$ cat config.mk
export PLATFORM = sky130hd
export DESIGN_NAME = seg_scan_driver
export DESIGN_NICKNAME = d
export VERILOG_FILES = /design/src/rtl/seg_scan_driver.sv
export SDC_FILE = /design/constraint.sdc
export NUM_CORES = 1
export LEC_CHECK = 0
export BUFFER_PORTS_ARGS = -buffer_cell sky130_fd_sc_hd__buf_4
export CAP_MARGIN = 30
export CORE_MARGIN = 4
export CORE_UTILIZATION = 55
export DETAILED_ROUTE_END_ITERATION = 16
export PLACE_DENSITY = 0.77
export SYNTH_ARGS = -nofsm -noshare
export SYNTH_HDL_FRONTEND = slang
export SYNTH_SLANG_ARGS = --single-unit
$ cat constraint.sdc
create_clock -name clk -period 6.5 [get_ports clk]
set_input_delay 0.325 -clock clk [delete_from_list [all_inputs] [get_ports clk]]
set_output_delay 0.325 -clock clk [all_outputs]
set_load 0.02 [all_outputs]
$ cat src/rtl/seg_scan_driver.sv
// Multiplexed seven-segment scanner: shadowed hex/dp/blank/blink/lzs, one digit lit per slot with a dead cycle between slots.
// Latency: outputs registered, one cycle behind scan state; a load shows on the outputs one cycle after the capturing edge.
// Backpressure: none; the scan free-runs and load is accepted on any edge.
module seg_scan_driver #(
    parameter int DIGITS    = 8,
    parameter int DIV       = 50000,
    parameter int BLINK_DIV = 64
) (
    input  logic                  clk,
    input  logic                  resetn,
    input  logic                  load,
    input  logic [4*DIGITS-1:0]   value,
    input  logic [DIGITS-1:0]     dp,
    input  logic [DIGITS-1:0]     blank,
    input  logic [DIGITS-1:0]     blink,
    input  logic                  lzs,
    output logic [6:0]            seg,
    output logic                  dp_n,
    output logic [DIGITS-1:0]     an_n,
    output logic                  frame
);

    localparam int IDXW = (DIGITS > 1) ? $clog2(DIGITS) : 1;
    localparam int PW   = $clog2(DIV);
    localparam int BW   = (BLINK_DIV > 1) ? $clog2(BLINK_DIV) : 1;

    localparam logic [IDXW-1:0] IDX_LAST  = IDXW'(DIGITS - 1);
    localparam logic [PW-1:0]   PCNT_LAST = PW'(DIV - 1);
    localparam logic [BW-1:0]   BCNT_LAST = BW'(BLINK_DIV - 1);

    logic [4*DIGITS-1:0] value_q;
    logic [DIGITS-1:0]   dp_q;
    logic [DIGITS-1:0]   blank_q;
    logic [DIGITS-1:0]   blink_q;
    logic                lzs_q;

    logic [PW-1:0]   pcnt;
    logic [IDXW-1:0] idx;
    logic [BW-1:0]   bcnt;
    logic            phase;

    logic            slot_end;
    logic            frame_end;
    logic [3:0]      nib;
    logic            dp_cur;
    logic            blank_cur;
    logic            blink_cur;
    logic            lz_cur;
    logic            run;
    logic [DIGITS-1:0] sel;
    logic            dark;

    function automatic logic [6:0] hex7(input logic [3:0] h);
        case (h)
            4'h0: hex7 = 7'h3F;
            4'h1: hex7 = 7'h06;
            4'h2: hex7 = 7'h5B;
            4'h3: hex7 = 7'h4F;
            4'h4: hex7 = 7'h66;
            4'h5: hex7 = 7'h6D;
            4'h6: hex7 = 7'h7D;
            4'h7: hex7 = 7'h07;
            4'h8: hex7 = 7'h7F;
            4'h9: hex7 = 7'h6F;
            4'hA: hex7 = 7'h77;
            4'hB: hex7 = 7'h7C;
            4'hC: hex7 = 7'h39;
            4'hD: hex7 = 7'h5E;
            4'hE: hex7 = 7'h79;
            default: hex7 = 7'h71;
        endcase
    endfunction

    always_ff @(posedge clk or negedge resetn) begin
        if (!resetn) begin
            value_q <= '0;
            dp_q    <= '0;
            blank_q <= '0;
            blink_q <= '0;
            lzs_q   <= 1'b0;
        end else if (load) begin
            value_q <= value;
            dp_q    <= dp;
            blank_q <= blank;
            blink_q <= blink;
            lzs_q   <= lzs;
        end
    end

    assign slot_end  = (pcnt == PCNT_LAST);
    assign frame_end = slot_end && (idx == IDX_LAST);

    always_ff @(posedge clk or negedge resetn) begin
        if (!resetn) begin
            pcnt  <= '0;
            idx   <= '0;
            bcnt  <= '0;
            phase <= 1'b0;
        end else begin
            pcnt <= slot_end ? '0 : pcnt + 1'b1;
            if (slot_end)
                idx <= (idx == IDX_LAST) ? '0 : idx + 1'b1;
            if (frame_end) begin
                bcnt <= (bcnt == BCNT_LAST) ? '0 : bcnt + 1'b1;
                if (bcnt == BCNT_LAST)
                    phase <= ~phase;
            end
        end
    end

    // Walk from the top digit down so run tracks "every nibble above and including i is zero".
    always_comb begin
        nib       = 4'h0;
        dp_cur    = 1'b0;
        blank_cur = 1'b0;
        blink_cur = 1'b0;
        lz_cur    = 1'b0;
        sel       = '0;
        run       = 1'b1;
        for (int i = DIGITS - 1; i >= 0; i--) begin
            run = run & (value_q[4*i +: 4] == 4'h0);
            if (idx == IDXW'(i)) begin
                nib       = value_q[4*i +: 4];
                dp_cur    = dp_q[i];
                blank_cur = blank_q[i];
                blink_cur = blink_q[i];
                lz_cur    = run;
                sel[i]    = 1'b1;
            end
        end
    end

    assign dark = blank_cur | (blink_cur & phase) | (lzs_q & (idx != '0) & lz_cur);

    always_ff @(posedge clk or negedge resetn) begin
        if (!resetn) begin
            seg   <= 7'h7F;
            dp_n  <= 1'b1;
            an_n  <= '1;
            frame <= 1'b0;
        end else begin
            frame <= frame_end;
            if ((pcnt == '0) || dark) begin
                seg  <= 7'h7F;
                dp_n <= 1'b1;
                an_n <= '1;
            end else begin
                seg  <= ~hex7(nib);
                dp_n <= ~dp_cur;
                an_n <= ~sel;
            end
        end
    end

endmodule
==> metrics, run 1 <==
Vias=3834; multi-input logic area=2410 um^2; share of power burned in registers=54.6%; clock sink count=100; Crit Path Class=reg2reg; Psw=0.000335 W; die height=104 um; Reg area=2520 um^2; Resize count post-CTS=0; CTS tree=built; Final Non-Filler Cells=645; Clk pwr share=32.0%; worst rel slew slack=32.4%; Tmin final=3.57 ns; initial antenna violation count=0; max-cap check violation count=0; drt total wl=11200 um; share of cells above drive strength 1=33.5%; CP top delay family=flip-flops; Post-synth ARST share=100%; pin count of the biggest net entering global routing=65; Final ANT Viol Nets=0; # rows=34; syn avg cell area=11.0 um^2; WP buf/inv=3; PD cells=218 nW/um^2; clk_skew=0.00949 ns; DP Wirelength=8140 um; max-slew violation count=0; area delta synth->final=16.2%; cts hold-fix bufs=1; CTS H-tree lvls=3; critical path's largest stage delay=1.00 ns; Post-synth EDFFs=0; GPL Wtd Cong=0.892; initial drt markers=227; post-synth cell types=65; Pint=0.000957 W; CTS max path bufs=2; cell count after synthesis=465; Peak supply drop=0.000139 V; worst-skew pair later-pin latency=0.37 ns; # diodes=0; WL/cell=17.3 um; r2r setup slk=2.93 ns; status=finished, final reports clean; CP Capture Type=flop; total power=0.00129 W; Crit path required time=6.80 ns; IO Port Bufs=76; clock slew seen by the registers of the worst setup and hold paths=0.10 ns; first drt pass iteration count=5; post-DR vias/cell=5.94; vias in the first global route=3850; CTS Buf Count=9; Die Area=10900 um^2; combinational share of power=13.5%; Net Sw Frac=25.9%; Tightest Pin Transition=1.01 ns; maximum clock rate=280 MHz; Critical-path top delay cell=dfrtp_1; CP arrival=3.88 ns; CP Depth=11; final setup fails=0; GRT Util Overall=21.3%; synthesized area=5100 um^2; worst r2r path cells=11; Main synth FF type=dfrtp_1; total gr overflow=0; Syn Nets=540; first-pass GRT wire length=19100 um; postcts setup bufs=0; setup_tns=0 ns; clk root buf=clkbuf_8; crit path max fanout=33; I/O pin total=77; core box area=8890 um^2; Placed Cells incl. Taps=628; worst path cell trace=inv_1 > ha_1 > clkinv_1 > o21ai_0 > a211oi_1 > o22a_1 > inv_1 > ha_1 > o21ai_0 > nand3_1 > a21o_1; worst hold path class=in2reg; # nets final=607; Synth Register Bits=100; hold_ws=0.155 ns; initial core utilization=57.3%; RSZ-0062 raised after global routing=no; Hold Violations, Final=0; Hold Path Depth=3; Ys Warns=0; sequential fraction of the synthesis area=49.5%; type of origin of the critical path=flop; filler cell count in the final layout=695; drc violations=0; Pleak=2.64 nW; Die Width=104 um; crit share post-route=55.0%
==> worst reg2reg max path, stage by stage, from the launching register on <==
cell      delay (ns)
dfrtp_1         1.00
inv_1           0.35
ha_1            0.43
clkinv_1        0.22
o21ai_0         0.13
a211oi_1        0.21
o22a_1          0.31
inv_1           0.14
ha_1            0.33
o21ai_0         0.10
nand3_1         0.11
a21o_1          0.19
==> layout by cell type (no fill, tap or decap), types with 2 or more instances in the layout <==
| cell type | synthesis | routed |
|---|---|---|
| o21ai_0 | 20 | 20 |
| a21o_1 | 5 | 5 |
| a22o_1 | 4 | 4 |
| nand3_1 | 22 | 22 |
| a21oi_1 | 13 | 13 |
| buf_4 | 1 | 78 |
| nor4_1 | 9 | 9 |
| xnor2_1 | 7 | 7 |
| nor2b_1 | 9 | 9 |
| o32ai_1 | 2 | 2 |
| xor2_1 | 9 | 9 |
| o22ai_1 | 3 | 3 |
| a2111oi_0 | 2 | 2 |
| nand2_1 | 33 | 33 |
| dfstp_2 | 16 | 16 |
| ha_1 | 15 | 15 |
| and3_1 | 11 | 11 |
| nand4_1 | 5 | 5 |
| mux2_2 | 56 | 56 |
| nor2_1 | 26 | 26 |
| or3_1 | 2 | 2 |
| nand2b_1 | 3 | 3 |
| inv_6 | 0 | 3 |
| and2_1 | 8 | 8 |
| dfrtp_1 | 84 | 84 |
| nand3_2 | 2 | 2 |
| a22oi_1 | 2 | 2 |
| nor3b_1 | 3 | 3 |
| o221ai_1 | 4 | 4 |
| clkbuf_8 | 0 | 10 |
| nor3_1 | 8 | 8 |
| mux2i_1 | 5 | 5 |
| a31oi_1 | 3 | 3 |
| nand2_2 | 3 | 3 |
| a211oi_1 | 6 | 6 |
| o21a_1 | 2 | 2 |
| inv_1 | 13 | 13 |
| o22a_1 | 2 | 2 |
==> path summary, 6_finish.rpt <==
check                                    start                       to
max                         idx[2]$_DFFE_PN0N_         seg[3]$_DFF_PN1_
min                                  value[18]  value_q[18]$_DFFE_PN0P_
max reg2reg                 idx[2]$_DFFE_PN0N_         seg[3]$_DFF_PN1_
min reg2reg                bcnt[2]$_DFFE_PN0P_      bcnt[2]$_DFFE_PN0P_
max in group asynchronous               resetn   blank_q[2]$_DFFE_PN0P_
min in group asynchronous               resetn   value_q[0]$_DFFE_PN0P_
==> cell type report <==
| type | instances | area share, % |
|---|---|---|
| flip-flops and latches | 100 | 42.6 |
| multi-input cells | 328 | 40.7 |
| repair buffers | 79 | 10.1 |
| clock buffers | 10 | 2.32 |
| well taps | 108 | 2.28 |
| clock inverters | 6 | 1.16 |
| inverters | 14 | 0.887 |
==> flip-flops by register name, indices dropped and copies added (netlist names) <==
signal / cells
frame: 1
idx: 3
seg: 7
value_q: 32
an_n: 8
blank_q: 8
dp_q: 8
lzs_q: 1
pcnt: 16
dp_n: 1
bcnt: 6
phase: 1
blink_q: 8
==> power groups by stage <==
stage | logic [W] | clock network [W] | registers, W
after floorplan | 0.0000907 | 0 | 0.000720
after global placement | 0.000170 | 0 | 0.000716
after detailed placement | 0.000175 | 0 | 0.000718
after CTS | 0.000176 | 0.000424 | 0.000706
after global routing | 0.000191 | 0.000451 | 0.000712
final | 0.000174 | 0.000413 | 0.000705
==> synth_stat cells (3+ instances only) <==
cell,n,area (um^2)
nand4_1,5,31.3
xor2_1,9,78.8
o221ai_1,4,35.0
buf_1,6,22.5
o21ai_0,20,100
a22o_1,4,35.0
nand2_1,33,124
nor3_1,8,40.0
nor4_1,9,56.3
clkbuf_1,5,18.8
o22ai_1,3,18.8
a31oi_1,3,18.8
a21oi_1,13,65.1
inv_1,13,48.8
mux2_2,56,631
and2_1,8,50.1
and3_1,11,68.8
buf_2,10,50.1
nor2b_1,9,56.3
mux2i_1,5,50.1
xnor2_1,7,61.3
ha_1,15,188
a21o_1,5,37.5
dfrtp_1,84,2100
a211oi_1,6,45.0
nand2_2,3,18.8
dfstp_2,16,420
nand2b_1,3,18.8
nand3_1,22,110
nor3b_1,3,22.5
nor2_1,26,97.6
==> routing by layer <==
layer	GRT usage, %	wire, um
met5	0	0
met4	6.17	166
met3	4.53	694
met2	32.1	5110
met1	31.0	5190
==> logic make-up after synthesis <==
logic type | Yosys count | share of synthesized area (%)
and+or+nand+nor | 152 | 15.8
DFF | 100 | 49.5
buffers and inverters | 37 | 3.19
adders and majority gates | 15 | 3.68
xor gates and xnor gates | 16 | 2.75
AOI/OAI and AO/OA | 84 | 11.8
muxes | 61 | 13.3
==> through the flow <==
stage / util, % / worst slack (ns) / cell area, um^2
after detailed placement: 64.2 / 3.05 / 5710
final: 66.6 / 2.93 / 5930
after global routing: 66.6 / 2.66 / 5930
after global placement: 64.2 / 3.18 / 5710
after floorplan: - / 3.97 / 5100
after CTS: 66.6 / 3.02 / 5930
(Power assumes the default switching activity.)
==> run 2: changes to the inputs <==
ABC_AREA = 1   (was unset)
clock period = 3.45 ns   (was 6.5 ns; I/O delays follow)
==> metrics, run 2 <==
Final ANT Viol Nets=0 (unchanged); crit path max fanout=9 (was 33); CP arrival=3.17 ns (was 3.88 ns); Synth Register Bits=100 (unchanged); cell count after synthesis=618 (was 465); max reg flops=32 (unchanged); largest registers=value_q x32, pcnt x16 (unchanged); met1 Use GR=32.0% (was 31.0%); Ys Warns=0 (unchanged); grt met2 use=37.4% (was 32.1%); Crit Path Class=reg2reg (unchanged); setup_tns=0 ns (unchanged); Most flops, register=value_q (unchanged); drt total wl=12200 um (was 11200 um); Clk pwr share=33.5% (was 32.0%); # rows=34 (unchanged); sequential fraction of the synthesis area=49.4% (was 49.5%); worst path cell trace=inv_2 > ha_1 > inv_1 > o21ai_0 > inv_1 > nand2_1 > nand2_1 > nand2_1 > a21oi_1 > inv_1 > ha_1 > inv_1 > nand2_1 > nand3_1 > nand2_1 > inv_1 > nand2_1 (was inv_1 > ha_1 > clkinv_1 > o21ai_0 > a211oi_1 > o22a_1 > inv_1 > ha_1 > o21ai_0 > nand3_1 > a21o_1); Main synth FF type=dfrtp_1 (unchanged); first-pass GRT wire length=20400 um (was 19100 um); # nets final=781 (was 607); final setup fails=0 (unchanged); type of origin of the critical path=flop (unchanged); clock slew seen by the registers of the worst setup and hold paths=0.11 ns (was 0.10 ns); Commonest cells post-synth=nand2_1, inv_1, dfrtp_1 (was dfrtp_1, mux2_2, nand2_1); cell repeated most along the worst path=nand2_1; cts hold-fix bufs=10 (was 1); GRT Util Overall=23.1% (was 21.3%); clock sink count=100 (unchanged); total power=0.00243 W (was 0.00129 W); DP Wirelength=8790 um (was 8140 um); met3 usage=4.28% (was 4.53%); Crit path required time=3.75 ns (was 6.80 ns); busiest grt layer=met2 (unchanged); maximum clock rate=348 MHz (was 280 MHz); share of power burned in registers=53.3% (was 54.6%); Pint=0.00176 W (was 0.000957 W); worst rel slew slack=44.0% (was 32.4%); WL/cell=14.9 um (was 17.3 um); share of cells above drive strength 1=20.8% (was 33.5%); GPL Wtd Cong=0.876 (was 0.892); Finished Core Util=69.0% (was 66.6%); clk root buf=clkbuf_8 (unchanged); clk_skew=0.00978 ns (was 0.00949 ns); core box area=8890 um^2 (unchanged); worst-skew pair later-pin latency=0.38 ns (was 0.37 ns); pin count of the biggest net entering global routing=93 (was 65); Psw=0.000673 W (was 0.000335 W); Tightest Pin Transition=0.840 ns (was 1.01 ns); CTS Buf Count=9 (unchanged); Die Area=10900 um^2 (about the same); total gr overflow=0 (unchanged); Peak supply drop=0.000274 V (was 0.000139 V); post-synth cell types=36 (was 65); most common cell after layout, fill and taps aside=nand2_1 (was dfrtp_1); worst r2r path cells=17 (was 11); combinational share of power=13.3% (was 13.5%); Vias=4281 (was 3834); status=finished, final reports clean (unchanged); I/O pin total=77 (unchanged); Post-synth EDFFs=0 (unchanged); postcts setup bufs=0 (unchanged); Critical-path top delay cell=dfrtp_1 (unchanged); Setup WS post-layout=0.576 ns (was 2.93 ns); Post-synth ARST share=100% (unchanged); Pleak=3.14 nW (was 2.64 nW); worst hold path class=in2reg (unchanged); area delta synth->final=20.1% (was 16.2%); top cell type's share of synthesized area=41.2% (about the same); r2r setup slk=0.58 ns (was 2.93 ns); Net Sw Frac=27.7% (was 25.9%); first drt pass iteration count=5 (unchanged); initial antenna violation count=0 (unchanged); Die Width=104 um (about the same); post-DR vias/cell=5.23 (was 5.94); CP Capture Type=flop (unchanged); Syn Nets=693 (was 540); vias in the first global route=4213 (was 3850); CTS max path bufs=2 (unchanged); RSZ-0062 raised after global routing=no (unchanged); drc violations=0 (unchanged); Tmin final=2.87 ns (was 3.57 ns); # diodes=0 (unchanged); most frequent cells in the layout=nand2_1, inv_1, dfrtp_1, buf_4, o21ai_0 (was dfrtp_1, buf_4, mux2_2, nand2_1, nor2_1); crit share post-route=83.3% (was 55.0%); Area contributors post-synth=dfrtp_1, nand2_1, dfstp_2 (was dfrtp_1, mux2_2, dfstp_2); PD cells=397 nW/um^2 (was 218 nW/um^2); syn avg cell area=8.26 um^2 (was 11.0 um^2); initial core utilization=57.4% (was 57.3%); critical path's largest stage delay=0.62 ns (was 1.00 ns); Resize count post-CTS=0 (unchanged); max-cap check violation count=0 (unchanged); CTS H-tree lvls=3 (unchanged); die height=104 um (about the same); Hold Violations, Final=0 (unchanged); IO Port Bufs=76 (unchanged); largest area contributor in the netlist=dfrtp_1 (unchanged); max-slew violation count=0 (unchanged); initial drt markers=270 (was 227); top-count cell post-synth=nand2_1 (was dfrtp_1); worst slack at placement=0.655 ns (was 3.05 ns); Hold Path Depth=3 (unchanged); synthesized area=5110 um^2 (was 5100 um^2); CTS tree=built (unchanged)
run 2: kinds of logic (layout without fill, tap and decap cells):
group	count (synthesis)	in the layout	synth area share, %
adder cells (fa/ha/maj)	15	15	3.68
AND/OR/NAND/NOR	263	263	21.8
AO/OA/AOI/OAI	102	102	10.7
flip-flops	100	100	49.4
multiplexers	22	22	4.85
buffers and inverters	110	203	8.63
XOR/XNOR	6	6	1.03
run 2: metal layers:
layer	part of all wire [%]	vias up	routed length (um)
li1	-	2127	-
met4	1.1	0	138
met2	48	117	5850
met1	46	2023	5590
met5	0	-	0
met3	4.9	14	593
run 2: worst max-delay path, delay by kind of cell, from the launching register on:
kind | cells | cell delay (ns)
and+or+nand+nor | 7 | 0.38
AOI/OAI and AO/OA | 2 | 0.50
adders and majority gates | 2 | 0.63
DFF | 1 | 0.62
buffers and inverters | 6 | 0.66
run 2: power groups by stage:
stage               clock network [W]  logic [W]  registers [W]
floorplan                           0   0.000151        0.00132
global placement                    0   0.000302        0.00132
global route                 0.000881   0.000362        0.00131
finish                       0.000814   0.000323        0.00130
detailed placement                  0   0.000307        0.00132
CTS                          0.000840   0.000317        0.00130
run 2: final timing paths:
kind / end / start
max in group asynchronous: dp_n$_DFF_PN1_ / resetn
min reg2reg: pcnt[0]$_DFF_PN0_ / pcnt[0]$_DFF_PN0_
max reg2reg: seg[3]$_DFF_PN1_ / idx[2]$_DFFE_PN0N_
min: value_q[28]$_DFFE_PN0P_ / value[28]
min in group asynchronous: value_q[24]$_DFFE_PN0P_ / resetn
max: seg[3]$_DFF_PN1_ / idx[2]$_DFFE_PN0N_
run 2: cell type report:
type,count,area (um^2)
clock buffer,9,124
clock inverter,7,95.1
fill,708,2760
inverter,93,350
multi-input combinational,408,2140
sequential,100,2520
tap,108,135
timing repair buffer,94,763
run 2: metrics by stage:
stage               area (um^2)  instances  hold WS (ns)
CTS                        6060        813      0.000360
global route               6130        819       0.00200
floorplan                  5110        618        -0.123
finish                     6130        819       0.00576
global placement           5740        787         0.377
detailed placement         5740        787         0.385
==> run 3: changes to the inputs <==
CORE_UTILIZATION = 52   (was 55)
clock period = 2.6 ns   (was 3.45 ns; I/O delays follow)
==> metrics, run 3 (same netlist as run 2, synthesis figures left out) <==
status=finished, final reports clean (unchanged); CTS max path bufs=2 (unchanged); WL/cell=14.3 um (was 14.9 um); DP Wirelength=8980 um (was 8790 um); type of origin of the critical path=flop (unchanged); drt total wl=12700 um (was 12200 um); worst r2r path cells=19 (was 17); Crit path required time=2.90 ns (was 3.75 ns); # diodes=0 (unchanged); Final ANT Viol Nets=0 (unchanged); CTS Buf Count=9 (unchanged); hold endpoint=value_q[10]$_DFFE_PN0P_ (was value_q[28]$_DFFE_PN0P_); final instance area=6610 um^2 (was 6130 um^2); crit share post-route=90.6% (was 83.3%); IO Port Bufs=76 (unchanged); max-slew violation count=0 (unchanged); initial antenna violation count=0 (unchanged); Finished Core Util=70.2% (was 69.0%); worst rel slew slack=43.1% (was 44.0%); GRT Util Overall=23.3% (was 23.1%); clock sink count=100 (unchanged); Tightest Pin Transition=0.853 ns (was 0.840 ns); Pleak=3.31 nW (was 3.14 nW); crit path max fanout=10 (was 9); area delta synth->final=29.5% (was 20.1%); max-cap check violation count=0 (unchanged); CTS tree=built (unchanged); pin count of the biggest net entering global routing=93 (unchanged); # rows=35 (was 34); first drt pass iteration count=5 (unchanged); I/O pin total=77 (unchanged); clk root buf=clkbuf_8 (unchanged); Die Width=107 um (was 104 um); Hold Violations, Final=0 (unchanged); CP arrival=2.66 ns (was 3.17 ns); RSZ-0062 raised after global routing=no (unchanged); # nets final=829 (was 781); PD cells=476 nW/um^2 (was 397 nW/um^2); clock slew seen by the registers of the worst setup and hold paths=0.10 ns (was 0.11 ns); final setup fails=0 (unchanged); worst hold path class=in2reg (unchanged); total gr overflow=0 (unchanged); Vias=4485 (was 4281); initial core utilization=54.2% (was 57.4%); hold_ws=0.0178 ns (was 0.00576 ns); r2r setup slk=0.24 ns (was 0.58 ns); clk_skew=0.0137 ns (was 0.00978 ns); placed cell area=5840 um^2 (was 5740 um^2); hold wc startpoint=value[10] (was value[28]); postcts setup bufs=0 (unchanged); Crit Path Class=reg2reg (unchanged); Tmin final=2.36 ns (was 2.87 ns); most frequent cells in the layout=nand2_1, inv_1, buf_4, dfrtp_1, o21ai_0 (was nand2_1, inv_1, dfrtp_1, buf_4, o21ai_0); GPL Wtd Cong=0.900 (was 0.876); first-pass GRT wire length=21100 um (was 20400 um); Hold Path Depth=3 (unchanged); core box area=9420 um^2 (was 8890 um^2); Final Non-Filler Cells=888 (was 819); largest registers=value_q x32, pcnt x16 (unchanged); post-DR vias/cell=5.05 (was 5.23); Most flops, register=value_q (unchanged); share of cells above drive strength 1=21.3% (was 20.8%); max reg flops=32 (unchanged); vias in the first global route=4446 (was 4213); drc violations=0 (unchanged); setup_tns=0 ns (unchanged); FF-to-FF End=seg[3]$_DFF_PN1_ (unchanged); Peak supply drop=0.000322 V (was 0.000274 V); most common cell after layout, fill and taps aside=nand2_1 (unchanged); worst r2r src=idx[0]$_DFFE_PN0N_ (was idx[2]$_DFFE_PN0N_); initial drt markers=242 (was 270); Die Area=11500 um^2 (was 10900 um^2); maximum clock rate=424 MHz (was 348 MHz); CTS H-tree lvls=3 (unchanged); die height=107 um (was 104 um); CP Capture Type=flop (unchanged); worst-skew pair later-pin latency=0.37 ns (was 0.38 ns); Placed Cells incl. Taps=816 (was 787)
-- run 3: changes by cell type in the layout (fill, tap and decap cells not counted), sizes merged --
cell,before,now
inv,95,94
bufinv,1,0
dlygate4sd3,15,56
clkinv,4,3
clkinvlp,0,1
buf,79,86
clkbuf,9,11
-- run 3: worst max path at each step --
| stage | from | endpoint | slack (ns) | cells after the start |
|---|---|---|---|---|
| final | idx[0]$_DFFE_PN0N_ | seg[3]$_DFF_PN1_ | 0.24 | 19 |
| after global routing | idx[0]$_DFFE_PN0N_ | seg[3]$_DFF_PN1_ | 0.02 | 19 |
| after CTS | idx[0]$_DFFE_PN0N_ | seg[3]$_DFF_PN1_ | 0.04 | 14 |
| after detailed placement | idx[0]$_DFFE_PN0N_ | seg[3]$_DFF_PN1_ | 0.09 | 16 |
| after global placement | idx[0]$_DFFE_PN0N_ | seg[3]$_DFF_PN1_ | 0.23 | 16 |
| after floorplan | idx[0]$_DFFE_PN0N_ | seg[3]$_DFF_PN1_ | 0.21 | 18 |
-- run 3: where the power goes --
group | total [W] | switching (W) | internal [W]
clock network | 0.000946 | 0.000558 | 0.000388
registers | 0.00172 | 0.0000483 | 0.00167
logic | 0.000487 | 0.000251 | 0.000235
-- run 3: area by class of cell --
class / instances / area, um^2
Fill cell: 743 / 2800
Clock buffer: 11 / 141
Multi-Input combinational cell: 408 / 2170
Clock inverter: 5 / 45.0
Timing Repair Buffer: 142 / 1220
Inverter: 93 / 350
Sequential cell: 100 / 2520
Tap cell: 129 / 161
-- run 3: repair_timing --
action                                 in CTS  in global routing
hold buffers                               56                  0
endpoints found under the hold margin     100                  0
setup endpoints to repair                   0                  7
gates resized for setup                     0                 10
-- run 3: metal layers --
layer	wire length [um]	track usage (%)	part of all wire, %	up-vias
met5	0	0	0	-
met2	6140	38.9	48	118
met4	188	6.21	1.5	0
met3	642	4.27	5.0	15
met1	5750	31.3	45	2114
li1	-	-	-	2238
-- run 3: stage by stage --
stage | power, W | setup WS [ns]
after floorplan | 0.00196 | 0.212
after global placement | 0.00216 | 0.227
after detailed placement | 0.00216 | 0.0899
after CTS | 0.00318 | 0.0436
after global routing | 0.00330 | 0.0179
final | 0.00315 | 0.244
-- run 3: worst max-delay path: stages, from the launching register on --
cell and delay [ns]:
dfrtp_1 0.41, inv_1 0.13, ha_2 0.28, nand2_4 0.11
nor2_1 0.10, nor2_1 0.05, nand2_1 0.05, nand2_1 0.05
nand2_1 0.07, nand2_1 0.05, nand2_1 0.09, nand2_1 0.05
o21ai_1 0.21, ha_1 0.30, inv_1 0.05, nand2_1 0.06
nand3_1 0.07, nand2_1 0.05, inv_1 0.04, nand2_1 0.04
